$ cat config.mk
export PLATFORM = sky130hd
export DESIGN_NAME = vu_level_meter
export DESIGN_NICKNAME = d
export VERILOG_FILES = /design/src/rtl/vu_pkg.sv /design/src/rtl/vu_thermo.sv /design/src/rtl/vu_level_meter.sv
export SDC_FILE = /design/constraint.sdc
export NUM_CORES = 1
export LEC_CHECK = 0
export ABC_AREA = 1
export BUFFER_PORTS_ARGS = -buffer_cell sky130_fd_sc_hd__buf_2
export CAP_MARGIN = 10
export CORE_UTILIZATION = 58
export CTS_CLUSTER_DIAMETER = 100
export DETAILED_ROUTE_END_ITERATION = 10
export GPL_TIMING_DRIVEN = 0
export MAX_ROUTING_LAYER = met4
export PLACE_DENSITY = 0.79
export SYNTH_ARGS = -nofsm -noshare
export SYNTH_HDL_FRONTEND = slang
export SYNTH_SLANG_ARGS = --single-unit
$ cat constraint.sdc
create_clock -name clk -period 3.65 [get_ports clk]
set_input_delay 0.73 -clock clk [delete_from_list [all_inputs] [get_ports clk]]
set_output_delay 0.73 -clock clk [all_outputs]
set_load 0.02 [all_outputs]
$ cat src/rtl/vu_pkg.sv
// Shared widths, FSM state type and the sample-magnitude helper for the VU level meter.
package vu_pkg;

  localparam int unsigned MAG_W      = 15;
  localparam int unsigned LED_W      = 8;
  localparam int unsigned SMPL_W     = 16;
  localparam int unsigned THERMO_LSB = 7;

  typedef enum logic {ACCUM, UPDATE} vu_state_t;

  // |s| on 15 bits; the single unrepresentable value -32768 clips to 32767.
  function automatic logic [MAG_W-1:0] mag_of(input logic [SMPL_W-1:0] s);
    logic [SMPL_W-1:0] neg;
    neg = -s;
    if (s == {1'b1, (SMPL_W-1)'(0)}) begin
      return '1;
    end else if (s[SMPL_W-1]) begin
      return neg[MAG_W-1:0];
    end else begin
      return s[MAG_W-1:0];
    end
  endfunction

endpackage

$ cat src/rtl/vu_thermo.sv
// Log-scale thermometer encoder: segment k lights once the peak reaches 2^(7+k).
module vu_thermo
  import vu_pkg::*;
(
  input  logic [MAG_W-1:0] max_mag,
  output logic [LED_W-1:0] thermo,
  output logic [3:0]       top
);

  // top counts lit segments (0 = dark), which equals the 1-based index of the top one.
  always_comb begin
    thermo = '0;
    top    = '0;
    for (int k = 0; k < LED_W; k++) begin
      thermo[k] = (max_mag >= (MAG_W'(1) << (THERMO_LSB + k)));
      if (thermo[k]) begin
        top = 4'(k + 1);
      end
    end
  end

endmodule

$ cat src/rtl/vu_level_meter.sv
// Windowed peak detector driving an 8-segment log level bar, one update per window.
// Optional peak-hold dot is built when VU_PEAK_HOLD_EN is defined.
module vu_level_meter
  import vu_pkg::*;
#(
  parameter int unsigned WIN_SAMPLES  = 1024
`ifdef VU_PEAK_HOLD_EN
  , parameter int unsigned HOLD_WINDOWS = 8
`endif
) (
  input  logic              clk,
  input  logic              rst_n,
  input  logic              smpl_vld,
  input  logic [SMPL_W-1:0] smpl,
  output logic [LED_W-1:0]  led_lvl,
  output logic              lvl_vld
);

  localparam int unsigned   CNT_W    = $clog2(WIN_SAMPLES + 1);
  localparam logic [CNT_W-1:0] LAST_CNT = CNT_W'(WIN_SAMPLES - 1);

  vu_state_t          state_q, state_d;
  logic [CNT_W-1:0]   cnt_q, cnt_d;
  logic [MAG_W-1:0]   max_q, max_d;
  logic [LED_W-1:0]   led_q, led_d;
  logic               vld_q, vld_d;
  logic [MAG_W-1:0]   mag;
  logic [LED_W-1:0]   thermo;
  logic [3:0]         top_idx;

  assign mag = mag_of(smpl);

  vu_thermo u_thermo (
    .max_mag (max_q),
    .thermo  (thermo),
    .top     (top_idx)
  );

`ifdef VU_PEAK_HOLD_EN
  localparam int unsigned HCW = $clog2(HOLD_WINDOWS + 1);

  logic [3:0]       hold_idx_q, hold_idx_d;
  logic [HCW-1:0]   hold_cnt_q, hold_cnt_d;
  logic [LED_W-1:0] dot;

  // Dot reflects the hold state entering this update, so a drop shows one window late.
  always_comb begin
    dot        = '0;
    hold_idx_d = hold_idx_q;
    hold_cnt_d = hold_cnt_q;
    if (hold_idx_q != 4'd0) begin
      dot = LED_W'(1) << (hold_idx_q - 4'd1);
    end
    if (state_q == UPDATE) begin
      if (top_idx >= hold_idx_q) begin
        hold_idx_d = top_idx;
        hold_cnt_d = HCW'(HOLD_WINDOWS);
      end else if (hold_cnt_q != '0) begin
        hold_cnt_d = hold_cnt_q - HCW'(1);
      end else begin
        hold_idx_d = top_idx;
      end
    end
  end

  always_ff @(posedge clk) begin
    if (!rst_n) begin
      hold_idx_q <= '0;
      hold_cnt_q <= '0;
    end else begin
      hold_idx_q <= hold_idx_d;
      hold_cnt_q <= hold_cnt_d;
    end
  end
`else
  logic [3:0] unused_top_idx;
  assign unused_top_idx = top_idx;
`endif

  // Next-state and datapath; a strobe during UPDATE seeds the following window.
  always_comb begin
    state_d = state_q;
    cnt_d   = cnt_q;
    max_d   = max_q;
    led_d   = led_q;
    vld_d   = 1'b0;
    case (state_q)
      ACCUM: begin
        if (smpl_vld) begin
          if (mag > max_q) begin
            max_d = mag;
          end
          cnt_d = cnt_q + CNT_W'(1);
          if (cnt_q == LAST_CNT) begin
            state_d = UPDATE;
          end
        end
      end
      UPDATE: begin
        vld_d   = 1'b1;
        state_d = ACCUM;
`ifdef VU_PEAK_HOLD_EN
        led_d   = thermo | dot;
`else
        led_d   = thermo;
`endif
        if (smpl_vld) begin
          max_d = mag;
          cnt_d = CNT_W'(1);
        end else begin
          max_d = '0;
          cnt_d = '0;
        end
      end
    endcase
  end

  always_ff @(posedge clk) begin
    if (!rst_n) begin
      state_q <= ACCUM;
      cnt_q   <= '0;
      max_q   <= '0;
      led_q   <= '0;
      vld_q   <= 1'b0;
    end else begin
      state_q <= state_d;
      cnt_q   <= cnt_d;
      max_q   <= max_d;
      led_q   <= led_d;
      vld_q   <= vld_d;
    end
  end

  assign led_lvl = led_q;
  assign lvl_vld = vld_q;

endmodule

==> run_results.csv <==
group,metric,value,unit
run_status,run_status,"complete, no violations",
timing,holdWs,0.4483,ns
placement,portBuffers,26,
finish,syn2layout_area_growth,12.12,%
yosys,yosys_register_bits,36,
clocking,clk_pin_slew,0.07,ns
finish,register_area,720.7,um2
floorplan,core_region_area,3771,um2
critical_path,regToRegEndpoint,"max_q[12]",
critical_path,critical_path_peak_fanout,10,
timing,tns,0,ns
timing,final_hold_vio_count,0,
power_and_ir_drop,power_leakage,0.001250,uW
route,routed_wl,4.823,mm
route,route.antenna.remaining_nets,0,
finish,final_layout_size_suffix_gt1_frac,0.2032,
clocking,clk_latency,0.29,ns
finish,final_cell_area,2650,um2
critical_path,setup.worst_path.class,"in -> reg",
critical_path,critPathLaunchType,"input pin",
critical_path,kind_of_capture_point_of_the_worst_setup_path,"flop",
timing,worst_case_headroom_to_the_max_slew_limit,0.5113,
grt,antenna_found_initial,0,
timing,final.setup.worst_slack,0.5548,ns
grt,globalRouteOverflowTotal,0,
clocking,clock_sinks,36,
timing,worstMarginPinSlew,0.7331,ns
floorplan,dieHeight,65.84,um
timing,maxClockFrequency,323.1,MHz
timing,report.final.setup_viol,0,
route,avgRoutedWirePerCell,11.30,um
critical_path,cp_data_required_time,3.86,ns
finish,final_core_utilization,0.7027,
power_and_ir_drop,p_seq_frac,0.442,
placement,place.gp.congestion,0.7953,
grt,grt_first_pass_wirelength,8.445,mm
yosys,avgSynthCellArea,6.831,um2
critical_path,worst_path_max_delay_cell,"sky130_fd_sc_hd__ha_1",
yosys,netlist_area,2364,um2
critical_path,cp_slowest_stage_delay,0.25,ns
route,via_count,2177,
critical_path,crit_path_end,"max_q[12]",
critical_path,rr_worst_depth,12,
critical_path,worst_ep_arrival_time,3.31,ns
critical_path,critical_path.top_delay_family,"simple AND/OR/NAND/NOR gates",
power_and_ir_drop,power_density,359.2,nW/um2
floorplan,design.portCount,28,
power_and_ir_drop,intPower,667.2,uW
critical_path,reg2reg_setup_slack,1.76,ns
route,drc,0,
clocking,cts_inserted_buffers,5,
power_and_ir_drop,power_frac_clock,0.318,
timing,finalWorstPathRequiredPeriod,3.095,ns
grt,vias_in_the_first_global_route,2042,
route,vias_per_cell,5.098,
floorplan,fp-row-count,22,
route,initialDrtViolationCount,97,
critical_path,cp_num_buf_inv,5,
placement,preCtsSetupSlack,0.2607,ns
floorplan,start_util,0.6267,
yosys,postSynth.asyncResetShare,0,
clocking,postCtsSetupBuffers,0,
min_path,worstHoldPathType,"reg -> reg",
finish,num-nets-final,415,
timing,clock-skew-final,0.004140,ns
timing,rsz0062_at_grt,"false",
floorplan,design.die.area,4334,um2
placement,place_hpwl,3.748,mm
placement,place_area,2554,um2
yosys,syn_nets,382,
route,detail_route.first_pass.iterations,4,
clocking,cts.path.max_buffers,2,
power_and_ir_drop,p_sw,284.6,uW
yosys,synth_flop_cell,"sky130_fd_sc_hd__dfxtp_1",
clocking,htree_num_levels,2,
finish,most_common_cell_after_layout_fill_and_taps_aside,"sky130_fd_sc_hd__nand2_1",
finish,most-common-layout-cells,"86 x sky130_fd_sc_hd__nand2_1, 47 x sky130_fd_sc_hd__inv_1, 38 x sky130_fd_sc_hd__nand3_1, 36 x sky130_fd_sc_hd__dfxtp_1",
critical_path,crit_path_start,"smpl[0]",
timing,timing.final.crit_share,0.8480,
power_and_ir_drop,p_sw_frac,0.2990,
floorplan,dieWidth,65.84,um
timing,report.final.slew_viol_count,0,
critical_path,worstPathCellList,"buf_2, inv_1, ha_1, nand3_2, nor2_4, nand4_2, buf_6, nand3_1, ha_1, nand2_1, inv_1, nand2_1, nand2_1, a21oi_1, nand2_2, nand2_4, buf_4, nand3_1, a21oi_2",
finish,multi_input_comb_area,1389,um2
clocking,cts_repair_resize_count,0,
critical_path,crit_path_frequent_cell,"sky130_fd_sc_hd__nand2_1",
clocking,cts_tree,"yes",
power_and_ir_drop,worst_ir_drop_vdd,0.1703,mV
power_and_ir_drop,comb_power_share,0.240,
critical_path,rr_startpoint,"max_q[14]",
run,maxCapViolations,0,
yosys,synth.lib_cells_used.distinct,30,
yosys,synth_cells,346,
grt,globalRouteTotalUtil,0.2629,
clocking,postCtsHoldBufs,0,
finish,num_antenna_cells,0,
finish,fillers,317,
clocking,clock-root-buffer,"sky130_fd_sc_hd__clkbuf_8",
yosys,synth-edff-count,0,
critical_path,path_depth,19,
yosys,ys.warnings.count,0,
grt,grt_max_degree,11,
yosys,synth.yosys.seq_area_share,0.3049,
[metrics by stage]
| stage | std cells | total power (uW) |
|---|---|---|
| after floorplan | 346 | 604.9 |
| after global placement | 420 | 649.6 |
| after detailed placement | 420 | 656.8 |
| after CTS | 427 | 958.8 |
| after global routing | 427 | 1012 |
| final | 427 | 951.9 |
[how the worst min path moves through the flow]
stage,start,depth (start not counted),slack (ns),endpoint
after floorplan,cnt_q[5],2,0.44,cnt_q[5]
after global placement,led_lvl[3],2,0.43,led_lvl[3]
after detailed placement,led_lvl[5],2,0.44,led_lvl[5]
after CTS,led_lvl[5],2,0.45,led_lvl[5]
after global routing,led_lvl[5],2,0.47,led_lvl[5]
final,led_lvl[5],2,0.45,led_lvl[5]
[synth_stat cells, types with 2 or more instances]
| cell | n | area share |
|---|---|---|
| sky130_fd_sc_hd__a21oi_1 | 17 | 0.036 |
| sky130_fd_sc_hd__inv_2 | 4 | 0.0064 |
| sky130_fd_sc_hd__nand2_4 | 2 | 0.0095 |
| sky130_fd_sc_hd__a21oi_2 | 10 | 0.037 |
| sky130_fd_sc_hd__xor2_1 | 3 | 0.011 |
| sky130_fd_sc_hd__dfxtp_1 | 36 | 0.30 |
| sky130_fd_sc_hd__o21ai_0 | 16 | 0.034 |
| sky130_fd_sc_hd__nand3_1 | 38 | 0.080 |
| sky130_fd_sc_hd__nor2_1 | 27 | 0.043 |
| sky130_fd_sc_hd__nand2_1 | 86 | 0.14 |
| sky130_fd_sc_hd__buf_4 | 2 | 0.0064 |
| sky130_fd_sc_hd__nand3b_1 | 3 | 0.0095 |
| sky130_fd_sc_hd__nor3_1 | 3 | 0.0064 |
| sky130_fd_sc_hd__o21a_1 | 2 | 0.0064 |
| sky130_fd_sc_hd__nand2_2 | 11 | 0.029 |
| sky130_fd_sc_hd__nor2_2 | 4 | 0.011 |
| sky130_fd_sc_hd__inv_1 | 47 | 0.075 |
| sky130_fd_sc_hd__clkbuf_1 | 2 | 0.0032 |
| sky130_fd_sc_hd__ha_1 | 17 | 0.090 |
| sky130_fd_sc_hd__nor3_2 | 2 | 0.0085 |
| sky130_fd_sc_hd__o211ai_1 | 2 | 0.0064 |
| sky130_fd_sc_hd__nand3_2 | 4 | 0.017 |
[logic make-up (layout without fill, tap and decap cells)]
logic type / after synthesis / count (layout) / synth area share
buffers and inverters: 59 / 92 / 0.1075
flip-flops: 36 / 36 / 0.3049
AO/OA/AOI/OAI: 48 / 48 / 0.1233
XOR/XNOR: 3 / 3 / 0.01112
AND/OR/NAND/NOR: 183 / 183 / 0.3632
adder cells (fa/ha/maj): 17 / 17 / 0.08999
[sequential cells by signal, summed over array words and instances, names as in the netlist]
signal,cells
lvl_vld,1
cnt_q,11
led_lvl,8
state_q,1
max_q,15
[worst min-delay path: stages, from the launching register on]
cell and delay, ns:
sky130_fd_sc_hd__dfxtp_1 0.31, sky130_fd_sc_hd__nand2_1 0.06, sky130_fd_sc_hd__nand2_1 0.04
[final cells by class]
class,instances,area share
Multi-Input combinational cell,251,0.5241
Timing Repair Buffer,26,0.04910
Sequential cell,36,0.2720
Clock buffer,7,0.03636
Tap cell,48,0.02266
Buffer,8,0.02361
Inverter,51,0.07224
[power groups by stage]
stage / clock, uW / combinational [uW] / sequential [uW]
6_report: 303 / 228 / 421
5_1_grt: 326 / 263 / 422
4_1_cts: 309 / 229 / 421
3_5_place_dp: 0 / 227 / 429
3_3_place_gp: 0 / 221 / 429
2_1_floorplan: 0 / 178 / 427
[per-layer routing]
| metal | wire, um | GRT usage |
|---|---|---|
| met4 | 81 | 0.07880 |
| met5 | 0 | - |
| met2 | 2377 | 0.4656 |
| met3 | 181 | 0.06379 |
| met1 | 2183 | 0.2887 |
Power figures use the tool's default switching activity.
